--- config.mk ---
export PLATFORM = sky130hd
export DESIGN_NAME = arm_pipe_ctrl
export DESIGN_NICKNAME = d
export VERILOG_FILES = /design/src/rtl/arm_pipe_pkg.sv /design/src/rtl/mem_wait_fsm.sv /design/src/rtl/arm_pipe_ctrl.sv
export SDC_FILE = /design/constraint.sdc
export NUM_CORES = 1
export LEC_CHECK = 0
export ABC_CLOCK_PERIOD_IN_PS = 3000
export CAP_MARGIN = 20
export CORE_ASPECT_RATIO = 0.75
export CORE_MARGIN = 2
export CORE_UTILIZATION = 51
export DETAILED_ROUTE_END_ITERATION = 8
export HOLD_SLACK_MARGIN = 0.12
export MAX_ROUTING_LAYER = met4
export PLACE_DENSITY = 0.85
export RECOVER_POWER = 50
export SLEW_MARGIN = 40
export SYNTH_ARGS = -nofsm -noshare
export SYNTH_HDL_FRONTEND = slang
export SYNTH_SLANG_ARGS = --single-unit
--- constraint.sdc ---
create_clock -name clk -period 3 [get_ports clk]
set_input_delay 0.3 -clock clk [delete_from_list [all_inputs] [get_ports clk]]
set_output_delay 0.3 -clock clk [all_outputs]
set_load 0.01 [all_outputs]
--- src/rtl/arm_pipe_pkg.sv ---
// Shared types for the 5-stage ARM pipeline controller: forwarding selects,
// data-memory wait states and the default register-address width.
package arm_pipe_pkg;

  localparam int RA_W_DEF = 4;

  typedef enum logic [1:0] {
    FWD_REG = 2'd0,
    FWD_MEM = 2'd1,
    FWD_WB  = 2'd2
  } fwd_sel_e;

  typedef enum logic [1:0] {
    IDLE = 2'd0,
    WAIT = 2'd1,
    DONE = 2'd2
  } mem_state_e;

endpackage

--- src/rtl/mem_wait_fsm.sv ---
// Data-memory wait sequencer: stalls the whole pipe for MEM_WAIT cycles per
// access, then spends one DONE cycle so the same access cannot re-trigger.
module mem_wait_fsm
  import arm_pipe_pkg::*;
#(
  parameter int MEM_WAIT = 4
) (
  input  logic clk,
  input  logic rst,
  input  logic mem_req,
  output logic stall
);

  localparam int CW = (MEM_WAIT > 1) ? $clog2(MEM_WAIT) : 1;
  localparam logic [CW-1:0] CNT_LOAD = (MEM_WAIT > 0) ? CW'(MEM_WAIT - 1) : '0;
  localparam logic [1:0] S_IDLE = IDLE;
  localparam logic [1:0] S_WAIT = WAIT;
  localparam logic [1:0] S_DONE = DONE;

  logic [1:0]    state_r;
  logic [1:0]    state_nxt_s;
  logic [CW-1:0] cnt_r;
  logic [CW-1:0] cnt_nxt_s;
  logic          stall_s;

  // Next-state, wait-counter and stall decode
  always_comb begin
    state_nxt_s = state_r;
    cnt_nxt_s   = cnt_r;
    stall_s     = 1'b0;
    case (state_r)
      S_IDLE: begin
        if (mem_req && (MEM_WAIT > 0)) begin
          stall_s     = 1'b1;
          state_nxt_s = S_WAIT;
          cnt_nxt_s   = CNT_LOAD;
        end else begin
          state_nxt_s = S_IDLE;
        end
      end
      S_WAIT: begin
        if (cnt_r != '0) begin
          stall_s   = 1'b1;
          cnt_nxt_s = cnt_r - CW'(1);
        end else begin
          state_nxt_s = S_DONE;
        end
      end
      S_DONE: begin
        state_nxt_s = S_IDLE;
      end
      default: begin
        state_nxt_s = S_IDLE;
        cnt_nxt_s   = '0;
      end
    endcase
  end

  // State and counter registers; reset aborts any access in flight
  always_ff @(posedge clk) begin
    if (rst) begin
      state_r <= S_IDLE;
      cnt_r   <= '0;
    end else begin
      state_r <= state_nxt_s;
      cnt_r   <= cnt_nxt_s;
    end
  end

  assign stall = stall_s;

endmodule

--- src/rtl/arm_pipe_ctrl.sv ---
// Pipeline controller for the 5-stage ARM core: freeze/flush/bubble, memory
// stall, EXE operand forwarding selects and saturating stall/flush counters.
module arm_pipe_ctrl
  import arm_pipe_pkg::*;
#(
  parameter int RA_W     = RA_W_DEF,
  parameter int FWD_EN   = 1,
  parameter int MEM_WAIT = 4,
  parameter int CNT_W    = 16
) (
  input  logic             clk,
  input  logic             rst,
  input  logic [RA_W-1:0]  id_src1,
  input  logic [RA_W-1:0]  id_src2,
  input  logic             id_two_src,
  input  logic             id_src1_vld,
  input  logic [RA_W-1:0]  exe_dest,
  input  logic             exe_wb_en,
  input  logic             exe_mem_r_en,
  input  logic [RA_W-1:0]  mem_dest,
  input  logic             mem_wb_en,
  input  logic             mem_req,
  input  logic [RA_W-1:0]  wb_dest,
  input  logic             wb_en,
  input  logic             branch_taken,
  output logic             freeze_front,
  output logic             flush,
  output logic             bubble,
  output logic             stall_all,
  output logic [1:0]       fwd_sel1,
  output logic [1:0]       fwd_sel2,
  output logic [CNT_W-1:0] cnt_stall,
  output logic [CNT_W-1:0] cnt_flush
);

  function automatic logic src_match(input logic [RA_W-1:0] s1, input logic v1,
                                     input logic [RA_W-1:0] s2, input logic v2,
                                     input logic [RA_W-1:0] dest);
    return (v1 && (s1 == dest)) || (v2 && (s2 == dest));
  endfunction

  // The MEM stage holds the younger result, so it wins over WB
  function automatic fwd_sel_e fwd_pick(input logic [RA_W-1:0] src, input logic vld);
    if (vld && mem_wb_en && (src == mem_dest)) begin
      return FWD_MEM;
    end else if (vld && wb_en && (src == wb_dest)) begin
      return FWD_WB;
    end else begin
      return FWD_REG;
    end
  endfunction

  logic            stall_s;
  logic            exe_hit_s;
  logic            mem_hit_s;
  logic            hz_s;
  logic            flush_s;
  logic            bubble_s;
  fwd_sel_e        fwd1_s;
  fwd_sel_e        fwd2_s;
  logic [RA_W-1:0] exe_src1_r;
  logic [RA_W-1:0] exe_src2_r;
  logic            exe_src1_vld_r;
  logic            exe_src2_vld_r;
  logic [CNT_W-1:0] cnt_stall_r;
  logic [CNT_W-1:0] cnt_flush_r;

  mem_wait_fsm #(.MEM_WAIT(MEM_WAIT)) u_mem_wait_fsm (
    .clk     (clk),
    .rst     (rst),
    .mem_req (mem_req),
    .stall   (stall_s)
  );

  // RAW hazard against EXE (and MEM when nothing is forwarded)
  always_comb begin
    exe_hit_s = src_match(id_src1, id_src1_vld, id_src2, id_two_src, exe_dest) && exe_wb_en;
    mem_hit_s = src_match(id_src1, id_src1_vld, id_src2, id_two_src, mem_dest) && mem_wb_en;
    if (FWD_EN != 0) begin
      hz_s = exe_hit_s && exe_mem_r_en;
    end else begin
      hz_s = exe_hit_s || mem_hit_s;
    end
  end

  // Priority: memory stall over taken branch over data hazard
  always_comb begin
    flush_s  = 1'b0;
    bubble_s = 1'b0;
    if (stall_s) begin
      flush_s  = 1'b0;
      bubble_s = 1'b0;
    end else if (branch_taken) begin
      flush_s  = 1'b1;
    end else if (hz_s) begin
      bubble_s = 1'b1;
    end else begin
      bubble_s = 1'b0;
    end
  end

  // Shadow of the ID_Reg source fields, i.e. the operands now in EXE
  always_ff @(posedge clk) begin
    if (rst) begin
      exe_src1_r     <= '0;
      exe_src2_r     <= '0;
      exe_src1_vld_r <= 1'b0;
      exe_src2_vld_r <= 1'b0;
    end else if (stall_s) begin
      exe_src1_r     <= exe_src1_r;
      exe_src2_r     <= exe_src2_r;
      exe_src1_vld_r <= exe_src1_vld_r;
      exe_src2_vld_r <= exe_src2_vld_r;
    end else if (flush_s || bubble_s) begin
      exe_src1_r     <= '0;
      exe_src2_r     <= '0;
      exe_src1_vld_r <= 1'b0;
      exe_src2_vld_r <= 1'b0;
    end else begin
      exe_src1_r     <= id_src1;
      exe_src2_r     <= id_src2;
      exe_src1_vld_r <= id_src1_vld;
      exe_src2_vld_r <= id_two_src;
    end
  end

  // EXE operand selects
  always_comb begin
    if (FWD_EN != 0) begin
      fwd1_s = fwd_pick(exe_src1_r, exe_src1_vld_r);
      fwd2_s = fwd_pick(exe_src2_r, exe_src2_vld_r);
    end else begin
      fwd1_s = FWD_REG;
      fwd2_s = FWD_REG;
    end
  end

  // Saturating event counters
  always_ff @(posedge clk) begin
    if (rst) begin
      cnt_stall_r <= '0;
      cnt_flush_r <= '0;
    end else begin
      if ((stall_s || bubble_s) && (cnt_stall_r != '1)) begin
        cnt_stall_r <= cnt_stall_r + CNT_W'(1);
      end else begin
        cnt_stall_r <= cnt_stall_r;
      end
      if (flush_s && (cnt_flush_r != '1)) begin
        cnt_flush_r <= cnt_flush_r + CNT_W'(1);
      end else begin
        cnt_flush_r <= cnt_flush_r;
      end
    end
  end

  assign stall_all    = stall_s;
  assign flush        = flush_s;
  assign bubble       = bubble_s;
  assign freeze_front = bubble_s;
  assign fwd_sel1     = fwd1_s;
  assign fwd_sel2     = fwd2_s;
  assign cnt_stall    = cnt_stall_r;
  assign cnt_flush    = cnt_flush_r;

endmodule

Word-level counts from Yosys, hierarchy flattened:

Cells that the tools add are included.

* flip-flop bits (word level): 46
* input port bits: 30
* output and inout port bits: 40

* add/subtract/negate cells: 3
* equal/unequal tests: 13
* muxes and demuxes: 22
* bitwise logic cells: 1
* reduce and logical (&&, ||, !) cells: 20

Operator list (count)
* 16-bit by 1-bit adder with 16-bit output, second input constant: 2
* 16-bit != test, second input constant: 2
* 4-bit equality test: 6
* 1-bit logical AND: 14
* 2-bit 2-to-1 mux: 7
* 1-bit 2-to-1 mux: 10
* 4-bit 2-to-1 mux: 2
* 2-bit one-hot mux with 3 select lines: 1
* 2-bit != test, second input constant: 2
* 2-bit one-hot mux with 2 select lines: 1
* 1-bit logical OR: 3
* 3-bit AND reduction: 1
* 2-bit by 1-bit equality test with 1-bit output, second input constant: 1
* 2-bit equality test, second input constant: 1
* 2-bit zero test: 1
* 2-bit by 1-bit != test with 1-bit output, second input constant: 1
* 1-bit one-hot mux with 2 select lines: 1
* 2-bit nonzero test: 1
* 2-bit by 1-bit subtractor with 2-bit output, second input constant: 1
* 1-bit NOT: 1

Depth between registers and ports, before layout:

Gate-level depths: netlist of the first run.

* depth in word-level cells: 10
* gate-level depth with buffers: 10
* mapped depth without buffers: 9

Hierarchy:

From an unflattened synthesis of the first run, not the netlist that was laid out.

* cells, all modules: 287
* area, all modules: 2469.9 sq um

By module, submodules not included
* arm_pipe_ctrl: times used 1, cells each 266, area each 2272.2 sq um
* mem_wait_fsm: times used 1, cells each 21, area each 197.7 sq um

Worst setup path after synthesis of the first run:

No wires, ideal clock.

* path type: register -> register
* start point: register u_mem_wait_fsm.cnt_r[0]
* end point: register cnt_stall_r[14] (netlist: cnt_stall[14])
* arrival: 1.870 ns
* required time: 2.929 ns
* setup slack: 1.060 ns
* cell stages (with the launch flop): 10
* buffers on the path: 1
* cells stage by stage: dfxtp_1 > inv_1 > ha_1 > nand2b_1 > a21o_2 > clkinv_2 > o31ai_2 > buf_6 > or4_1 > a21oi_1

* word-level cells in the longest chain between the ends: 6

Ends and longest elaborated chain
* start, declared: line mem_wait_fsm.sv:22 `logic [CW-1:0] cnt_r;`
* start signal, assigned: line mem_wait_fsm.sv:66 `cnt_r <= cnt_nxt_s;`
* 2-bit nonzero test (*): line mem_wait_fsm.sv:42 `if (cnt_r != '0) begin`
* 1-bit 2-to-1 mux (*): line mem_wait_fsm.sv:42
* 1-bit one-hot mux with 2 select lines (*): line mem_wait_fsm.sv:31 `case (state_r)`
* named net stall_all: line arm_pipe_ctrl.sv:29 `output logic stall_all,`
* 1-bit 2-to-1 mux: line arm_pipe_ctrl.sv:90 `if (stall_s) begin`
* 1-bit logical OR (*): line arm_pipe_ctrl.sv:144 `if ((stall_s || bubble_s) && (cnt_stall_r != '1)) begin`
* 1-bit logical AND (*): line arm_pipe_ctrl.sv:144
* end signal, assigned: line arm_pipe_ctrl.sv:145 `cnt_stall_r <= cnt_stall_r + CNT_W'(1);`
* end signal, assigned: line arm_pipe_ctrl.sv:147 `cnt_stall_r <= cnt_stall_r;`
* end, declared: line arm_pipe_ctrl.sv:65 `logic [CNT_W-1:0] cnt_stall_r;`

The timed path passes the listed nets; every way through them passes the cells marked *.
A chain may end at the register's enable or synchronous reset.

Worst setup path in the final report of the first run:

* start point: input port branch_taken
* end point: output port freeze_front

* word-level cells in the longest chain between the ends: 2

Ends and longest elaborated chain
* start, declared: line arm_pipe_ctrl.sv:25 `input logic branch_taken,`
* 1-bit 2-to-1 mux: line arm_pipe_ctrl.sv:93 `end else if (branch_taken) begin`
* 1-bit 2-to-1 mux: line arm_pipe_ctrl.sv:90
* end, declared: line arm_pipe_ctrl.sv:26 `output logic freeze_front,`

No other way between the ends.

==> reports/results.tsv, run 1 <==
metric	value	unit
crit share post-route	0.825	
vias in the first global route	2081	
CTS max path bufs	2	
part of the power in combinational logic	0.169	
Area contributors post-synth	dfxtp_1 38%, xnor2_1 7.3%, xor2_1 5.5%	
largest net degree at the start of global routing	37	
leak pwr	1.19	nW
Mapped Area	2410	µm²
cell with the most instances after synthesis	dfxtp_1	
arrival time worst endpoint	2.18	ns
Yosys warnings	0	
Vias/cell	5.57	
failing checks	max-capacitance violations, max-slew violations	
delay-heaviest family, CP	buffers and inverters	
CTS tree	yes	
Crit. End Element	output pin	
reg2reg setup slack	0.77	ns
syn_area_per_cell	8.79	µm²
fin nets	374	
Sw Ratio	0.274	
CP peak stage delay	0.57	ns
number of port buffers	69	
r2r endpoint	cnt_stall[14]	
number of flops mapped to enable cells by yosys	0	
Setup crit start	branch_taken	
largest area contributor in the netlist	dfxtp_1	
Cell Pwr Density	392	nW/µm²
worst vdd ir	0.275	mV
Max Clock Skew	0.00957	ns
CTS clk-pin slew, worst paths	0.09	ns
status	complete, but fails checks	
Int Pwr	903	µW
Clock Latency Late Sink	0.30	ns
Highest Clock Rate	404	MHz
share of cells above drive strength 1	0.0556	
Starting Density	0.536	
antenna violation net count after detailed routing	0	
CP max-delay cell	clkdlybuf4s50_1	
routed vias	2221	
# DRC	0	
Routed wire per std cell	14.4	µm
Synth Instances	274	
Pre-antenna DRT Iters	4	
hold_ws	0.482	ns
cts bufs inserted	5	
first-pass GRT wire length	9870	µm
Min-Delay Endpoint	u_mem_wait_fsm.state_r[1]	
ys async rst share	0	
Clk pwr share	0.302	
post-synth top area share	0.382	
# fillers	368	
Die ar.	5300	µm²
GPL Wtd Cong	0.848	
Clock Sinks	46	
NetSw	340	µW
post-synthesis sequential area ratio	0.382	
fin. max-slew vios	37	
critical path launch point type	input port	
gr usage total	0.234	
Hold-fix buffers, CTS	0	
#FFs+latches synth	46	
syn_nets	307	
worst min-delay path class	register to register	
r2r startpoint	u_mem_wait_fsm.cnt_r[0]	
Sequential Power Share	0.529	
I/O Pins	70	
Area growth, synth to finish	31.7	%
max-cap check violation count	1	
DP HPWL	4320	µm
diode count	0	
Most common cell on crit path	nor2_1	
postcts setup bufs	0	
crit path time final	2.48	ns
Slew HR	-0.0375	
Main synth FF type	dfxtp_1	
Hold Fails Final Rpt	0	
Critical Path Fanout Max	6	
Die H	63.5	µm
Root Buffer	clkbuf_8	
commonest cells in the netlist	46 x dfxtp_1, 27 x nor2_1, 20 x xnor2_1	
Routed WL	5730	µm
# H-tree levels	2	
Slew @ Worst Pin	1.56	ns
DR iter-0 viols	121	
Netlist cell types	47	
hold_sp	u_mem_wait_fsm.state_r[1]	
Buf/Inv on CP	2	
setup TNS	0	ns
Core Area	4490	µm²
Cell Chain, Critical Path	clkdlybuf4s50_1 > and3b_1 > nand4_1 > nor2_1 > nor2_1 > nor2_1 > clkdlybuf4s50_1	
# setup viols final	0	
worst hold path depth	1	
RSZ-0062 raised after global routing	false	
cells on worst reg2reg path	9	
die width	83.4	µm
grt ovf	0	
Resized cells post-CTS	0	
Worst Path Required	2.70	ns
initial antenna violation count	0	
Rows	21	
crit path kind	input port to output pin	
worst max path at each step:
stage	cells after the start	slack (ns)	end
floorplan	9	1.06	cnt_stall[14]
global placement	7	0.58	freeze_front
detailed placement	7	0.53	freeze_front
CTS	7	0.52	freeze_front
global route	7	0.40	freeze_front
finish	7	0.52	freeze_front
registers in the layout, summed over array words and instances (netlist names):
name	cells
u_mem_wait_fsm.state_r	2
exe_src1_vld_r	1
exe_src2_vld_r	1
cnt_flush	16
exe_src2_r	4
u_mem_wait_fsm.cnt_r	2
cnt_stall	16
exe_src1_r	4
cells by family after synthesis:
kind of cell	share of synthesized area
AOI/OAI and AO/OA	0.144
xor gates and xnor gates	0.127
adders and majority gates	0.0156
buffers and inverters	0.0602
DFF	0.382
muxes	0.0130
and+or+nand+nor	0.258
layout make-up:
cell class                      instances  area (µm²)  area share
Clock inverter                          3        21.3     0.00670
Clock buffer                            5        68.8      0.0217
Timing Repair Buffer                   71         702       0.221
Tap cell                               57        71.3      0.0225
Inverter                               12        46.3      0.0146
Sequential cell                        46         921       0.290
Multi-Input combinational cell        205        1340       0.423
layout by cell type, fill, tap and decap left out, types with 2 or more instances in the layout:
cell             instances
dfxtp_1                 46
nand2_1                 12
a21oi_1                 17
nand3_1                 17
nand2b_1                 2
o31ai_1                  6
xor2_1                  15
nor3_1                   7
inv_1                   11
clkinv_2                 2
dlygate4sd3_1           33
mux2i_1                  2
ha_1                     3
clkdlybuf4s50_1         36
or4_1                    6
or3_1                    7
nand4_1                 10
nor4_1                   2
and3_1                   5
nor2_1                  27
and2_1                   3
o21ai_0                 11
a22o_1                  10
or3_2                    4
clkbuf_8                 5
xnor2_1                 20
power groups by stage:
stage,clock (mW),combinational [mW],sequential (mW)
after floorplan,0,0.129,0.670
after global placement,0,0.208,0.671
after detailed placement,0,0.213,0.672
after CTS,0.388,0.214,0.658
after global routing,0.415,0.230,0.662
final,0.375,0.210,0.658
metal layers:
layer  GRT usage  share of wire  vias to the layer above
li1            -              -                     1119
met1       0.328           0.49                     1042
met2       0.347           0.46                       51
met3      0.0419          0.037                        9
met4      0.0697          0.013                        0
met5           -              0                        -
stage by stage:
stage | power (mW) | setup slack [ns] | util | cell area [µm²] | instances
floorplan | 0.799 | 1.06 | - | 2410 | 274
global placement | 0.880 | 0.583 | 0.687 | 3090 | 391
detailed placement | 0.886 | 0.531 | 0.687 | 3090 | 391
CTS | 1.26 | 0.523 | 0.707 | 3180 | 399
global route | 1.31 | 0.395 | 0.706 | 3170 | 399
finish | 1.24 | 0.524 | 0.706 | 3170 | 399
Power figures use the tool's default switching activity.
==> run 2, diff against run 1 <==
--- a/config.mk
+++ b/config.mk
@@ -5,15 +5,15 @@
 export SDC_FILE = /design/constraint.sdc
 export NUM_CORES = 1
 export LEC_CHECK = 0
-export ABC_CLOCK_PERIOD_IN_PS = 3000
+export ABC_CLOCK_PERIOD_IN_PS = 2450
 export CAP_MARGIN = 20
 export CORE_ASPECT_RATIO = 0.75
 export CORE_MARGIN = 2
-export CORE_UTILIZATION = 51
+export CORE_UTILIZATION = 47
 export DETAILED_ROUTE_END_ITERATION = 8
 export HOLD_SLACK_MARGIN = 0.12
 export MAX_ROUTING_LAYER = met4
-export PLACE_DENSITY = 0.85
+export PLACE_DENSITY = 0.79
 export RECOVER_POWER = 50
 export SLEW_MARGIN = 40
 export SYNTH_ARGS = -nofsm -noshare
==> constraint.sdc (replaced) <==
create_clock -name clk -period 2.45 [get_ports clk]
set_input_delay 0.245 -clock clk [delete_from_list [all_inputs] [get_ports clk]]
set_output_delay 0.245 -clock clk [all_outputs]
set_load 0.01 [all_outputs]
==> run 2 against run 1 <==
The flow now finishes without violations. Critical endpoint is now stall_all. Sequential share of layout area is 0.47 points lower. Clock-buffer cell count rose by 2. Flip-flop and latch count stayed put. Power grew 26%. Final cell count grew 1.8%. Highest routed layer unchanged. Sequential power grew 23%. Routed wire length grew 4.6%. Non-clock buffer count rose by 4. Via count grew 0.77%. Setup slack got worse by 0.38 ns.
==> reports/results.tsv, run 2 (same netlist as run 1, synthesis figures left out) <==
metric	value	unit
die width	86.7	µm
Hold Fails Final Rpt	0	
Rows	22	
diode count	0	
arrival time worst endpoint	2.06	ns
cts bufs inserted	5	
max-cap check violation count	0	
CTS clk-pin slew, worst paths	0.08	ns
grt ovf	0	
largest net degree at the start of global routing	30	
global routing's busiest layer	met2	
overall power	1.56	mW
gr usage total	0.222	
met1 global-route usage	0.294	
Critical Path Fanout Max	5	
crit path time final	2.31	ns
Starting Density	0.489	
Hold-fix buffers, CTS	0	
leak pwr	1.26	nW
worst vdd ir	0.375	mV
Clock Sinks	46	
number of port buffers	69	
Max Clock Skew	0.00968	ns
fin nets	378	
share of cells above drive strength 1	0.0636	
Crit. End Element	output pin	
fin util	0.655	
hold_ws	0.494	ns
Routed WL	5990	µm
critical path launch point type	register	
antenna violation net count after detailed routing	0	
first-pass GRT wire length	9650	µm
Highest Clock Rate	433	MHz
vias in the first global route	2065	
GR Layer Usage met3	0.0537	
fin. max-slew vios	0	
crit path kind	register to output pin	
Cell Pwr Density	485	nW/µm²
DR iter-0 viols	141	
routed vias	2238	
DP HPWL	4440	µm
setup TNS	0	ns
Pre-antenna DRT Iters	4	
Die ar.	5720	µm²
# H-tree levels	2	
GPL Wtd Cong	0.790	
reg2reg setup slack	0.27	ns
status	finished, final reports clean	
CTS max path bufs	2	
Routed wire per std cell	14.8	µm
Slew @ Worst Pin	0.885	ns
Core Area	4930	µm²
Worst Path Required	2.20	ns
crit share post-route	0.943	
M2 GR Usage	0.340	
commonest non-fill, non-tap cell in the layout	dfxtp_1	
Die H	66.0	µm
Vias/cell	5.51	
Clock Latency Late Sink	0.31	ns
I/O Pins	70	
Slew HR	0.410	
# DRC	0	
worst min-delay path class	register to register	
initial antenna violation count	0	
Root Buffer	clkbuf_8	
CTS tree	yes	
# setup viols final	0	
Area growth, synth to finish	33.9	%
RSZ-0062 raised after global routing	false	
most frequent cells in the layout	46 x dfxtp_1, 34 x clkdlybuf4s50_1, 33 x dlygate4sd3_1	
## run 2: through the flow
stage	instance area, µm²	setup WS, ns	instances
2_1_floorplan	2410	0.510	274
3_3_place_gp	3130	0.137	397
3_5_place_dp	3130	0.0346	397
4_1_cts	3220	0.0299	405
5_1_grt	3230	0.0522	406
6_report	3230	0.140	406
## run 2: what timing repair did
item,in CTS,in global routing
gates resized for setup,0,2
endpoints found under the hold margin,0,0
endpoints found under the setup margin,0,2
buffers inserted,0,1
## run 2: power breakdown
part | switching [mW] | internal, mW
Clock | 0.260 | 0.228
Combinational | 0.128 | 0.140
Sequential | 0.0337 | 0.774
## run 2: path summary, 6_finish.rpt
| path | to | startpoint | depth (start not counted) |
|---|---|---|---|
| setup / recovery | stall_all | u_mem_wait_fsm.cnt_r[0] | 6 |
| setup reg to reg | cnt_stall[12] | u_mem_wait_fsm.cnt_r[0] | 9 |
| hold / removal | u_mem_wait_fsm.state_r[1] | u_mem_wait_fsm.state_r[1] | 1 |
| hold reg to reg | u_mem_wait_fsm.state_r[1] | u_mem_wait_fsm.state_r[1] | 1 |
## run 2: critical path: stages (launching register included)
cell	delay, ns
dfxtp_1	0.39
inv_1	0.06
ha_1	0.22
nand2b_1	0.19
a21o_2	0.25
clkinv_2	0.11
clkdlybuf4s50_1	0.54
## run 2: final cells by class
cell class                      instances  area, µm²
Fill cell                             426       1700
Multi-Input combinational cell        205       1340
Sequential cell                        46        921
Timing Repair Buffer                   75        749
Clock buffer                            7       86.3
Tap cell                               60       75.1
Inverter                               12       46.3
Clock inverter                          1       5.00
## run 2: routing by layer
metal / wire [µm] / vias up
met5: 0 / -
met4: 63 / 0
met3: 206 / 6
met2: 2800 / 48
met1: 2920 / 1055
li1: - / 1129
==> run 3, diff against run 2 <==
--- a/config.mk
+++ b/config.mk
@@ -9,11 +9,10 @@
 export CAP_MARGIN = 20
 export CORE_ASPECT_RATIO = 0.75
 export CORE_MARGIN = 2
-export CORE_UTILIZATION = 47
+export CORE_UTILIZATION = 35
 export DETAILED_ROUTE_END_ITERATION = 8
 export HOLD_SLACK_MARGIN = 0.12
 export MAX_ROUTING_LAYER = met4
-export PLACE_DENSITY = 0.79
 export RECOVER_POWER = 50
 export SLEW_MARGIN = 40
 export SYNTH_ARGS = -nofsm -noshare
==> run 3 against run 2 <==
Fmax up 2.9%. Power fell by 3.4%. Die area increased by 32%. Critical endpoint is now flush.
==> reports/results.tsv, run 3 (same netlist as run 1, synthesis figures left out) <==
metric	value	unit
status	finished, final reports clean	
die width	99.8	µm
Multi-input gate area	1350	µm²
max-cap check violation count	0	
Slew HR	0.384	
Critical Path Fanout Max	5	
initial antenna violation count	0	
CTS max path bufs	2	
register area	921	µm²
DP HPWL	4510	µm
Area growth, synth to finish	35.4	%
antenna violation net count after detailed routing	0	
vias in the first global route	2048	
fin. max-slew vios	0	
# fillers	642	
Sequential Power Share	0.534	
crit path kind	register to output pin	
Highest Clock Rate	445	MHz
most frequent cells in the layout	46 x dfxtp_1, 34 x clkdlybuf4s50_1, 33 x dlygate4sd3_1	
Die H	75.9	µm
largest net degree at the start of global routing	30	
crit path time final	2.25	ns
fin nets	380	
arrival time worst endpoint	2.00	ns
grt ovf	0	
worst min-delay path class	register to register	
CP peak stage delay	0.49	ns
Rows	26	
r2r endpoint	cnt_stall[12]	
Sw Ratio	0.266	
I/O Pins	70	
Root Buffer	clkbuf_8	
RSZ-0062 raised after global routing	false	
hold_sp	u_mem_wait_fsm.state_r[1]	
pre-CTS setup slack	0.0690	ns
# DRC	0	
critical path launch point type	register	
Crit. End Element	output pin	
DR iter-0 viols	113	
part of the power in combinational logic	0.178	
crit share post-route	0.917	
Routed WL	5930	µm
Starting Density	0.358	
Setup WS post-layout	0.204	ns
CTS clk-pin slew, worst paths	0.08	ns
number of port buffers	69	
CTS tree	yes	
Vias/cell	5.07	
Die ar.	7570	µm²
GPL Wtd Cong	0.786	
Max Clock Skew	0.00723	ns
Cell Pwr Density	463	nW/µm²
diode count	0	
commonest non-fill, non-tap cell in the layout	dfxtp_1	
Routed wire per std cell	13.8	µm
worst hold path depth	1	
Clock Latency Late Sink	0.30	ns
Core Area	6730	µm²
share of cells above drive strength 1	0.0749	
cells on worst reg2reg path	9	
routed vias	2184	
Clock Sinks	46	
Cell Chain, Critical Path	inv_1 > ha_1 > nand2b_1 > a21o_2 > and2_1 > clkdlybuf4s50_1	
leak pwr	1.26	nW
Worst Path Required	2.20	ns
# setup viols final	0	
Min-Delay Endpoint	u_mem_wait_fsm.state_r[1]	
# H-tree levels	2	
first-pass GRT wire length	9700	µm
Hold Fails Final Rpt	0	
reg2reg setup slack	0.35	ns
worst vdd ir	0.234	mV
NetSw	402	µW
gr usage total	0.166	
r2r startpoint	u_mem_wait_fsm.cnt_r[0]	
setup TNS	0	ns
Int Pwr	1.11	mW
Slew @ Worst Pin	0.921	ns
CP max-delay cell	clkdlybuf4s50_1	
Pre-antenna DRT Iters	4	
cts bufs inserted	5	
Clk pwr share	0.289	
==> run 3: changes by cell type in the layout (fill, tap and decap cells not counted) <==
cell,previous run,this run
buf_4,4,6
a211oi_1,1,0
a211oi_2,0,1
clkbuf_1,2,1
clkbuf_8,6,5
clkinv_2,2,3
nor4_1,2,1
nor4_2,0,1
nor4b_2,0,1
nor4b_4,1,0
==> run 3: worst max-delay path, delay by kind of cell, from the launching register on <==
family          cells  cell delay (ns)
flops               1             0.38
fa+ha+maj           1             0.21
buf+inv             2             0.55
compound gates      1             0.24
simple gates        2             0.33
==> run 3: cell type report <==
class,count,share of cell area
Clock buffer,5,0.0211
Clock inverter,2,0.00307
Inverter,12,0.0142
Multi-Input combinational cell,205,0.413
Sequential cell,46,0.282
Tap cell,84,0.0322
Timing Repair Buffer,77,0.234
==> run 3: how the worst max path moves through the flow <==
stage | endpoint | from | cells past startpoint | slack (ns)
3_3_place_gp | freeze_front | exe_dest[0] | 7 | 0.10
5_1_grt | fwd_sel1[1] | mem_dest[1] | 8 | 0.04
2_1_floorplan | cnt_stall[14] | u_mem_wait_fsm.cnt_r[0] | 9 | 0.51
4_1_cts | bubble | exe_dest[0] | 7 | 0.06
3_5_place_dp | bubble | exe_dest[0] | 7 | 0.07
6_report | flush | u_mem_wait_fsm.cnt_r[0] | 6 | 0.20
==> run 3: layer usage <==
layer	vias to the layer above	share of wire	track usage
met5	-	0	-
met4	0	0.0067	0.0274
met3	5	0.029	0.0440
met2	39	0.42	0.234
met1	1002	0.54	0.241
li1	1138	-	-
==> run 3: per-stage QoR <==
step	utilization	std cells	power (mW)	hold slack (ns)	area, µm²
after CTS	0.483	430	1.54	0.477	3250
after detailed placement	0.471	423	1.10	0.464	3170
after global placement	0.471	423	1.10	0.452	3170
after global routing	0.484	431	1.60	0.526	3260
final	0.484	431	1.51	0.475	3260
after floorplan	-	274	0.978	0.370	2410
==> run 3: what timing repair did <==
| item | 4_1_cts | 5_1_grt |
|---|---|---|
| endpoints found under the hold margin | 0 | 0 |
| endpoints found under the setup margin | 0 | 4 |
| hold buffers | 0 | 0 |
| resized for setup | 0 | 4 |
| setup buffers | 0 | 1 |
==> run 3: power by group through the flow <==
| stage | logic [mW] | registers, mW | clock network, mW |
|---|---|---|---|
| 6_report | 0.268 | 0.806 | 0.436 |
| 5_1_grt | 0.298 | 0.811 | 0.495 |
| 4_1_cts | 0.276 | 0.807 | 0.457 |
| 3_5_place_dp | 0.275 | 0.824 | 0 |
| 3_3_place_gp | 0.271 | 0.824 | 0 |
| 2_1_floorplan | 0.158 | 0.820 | 0 |
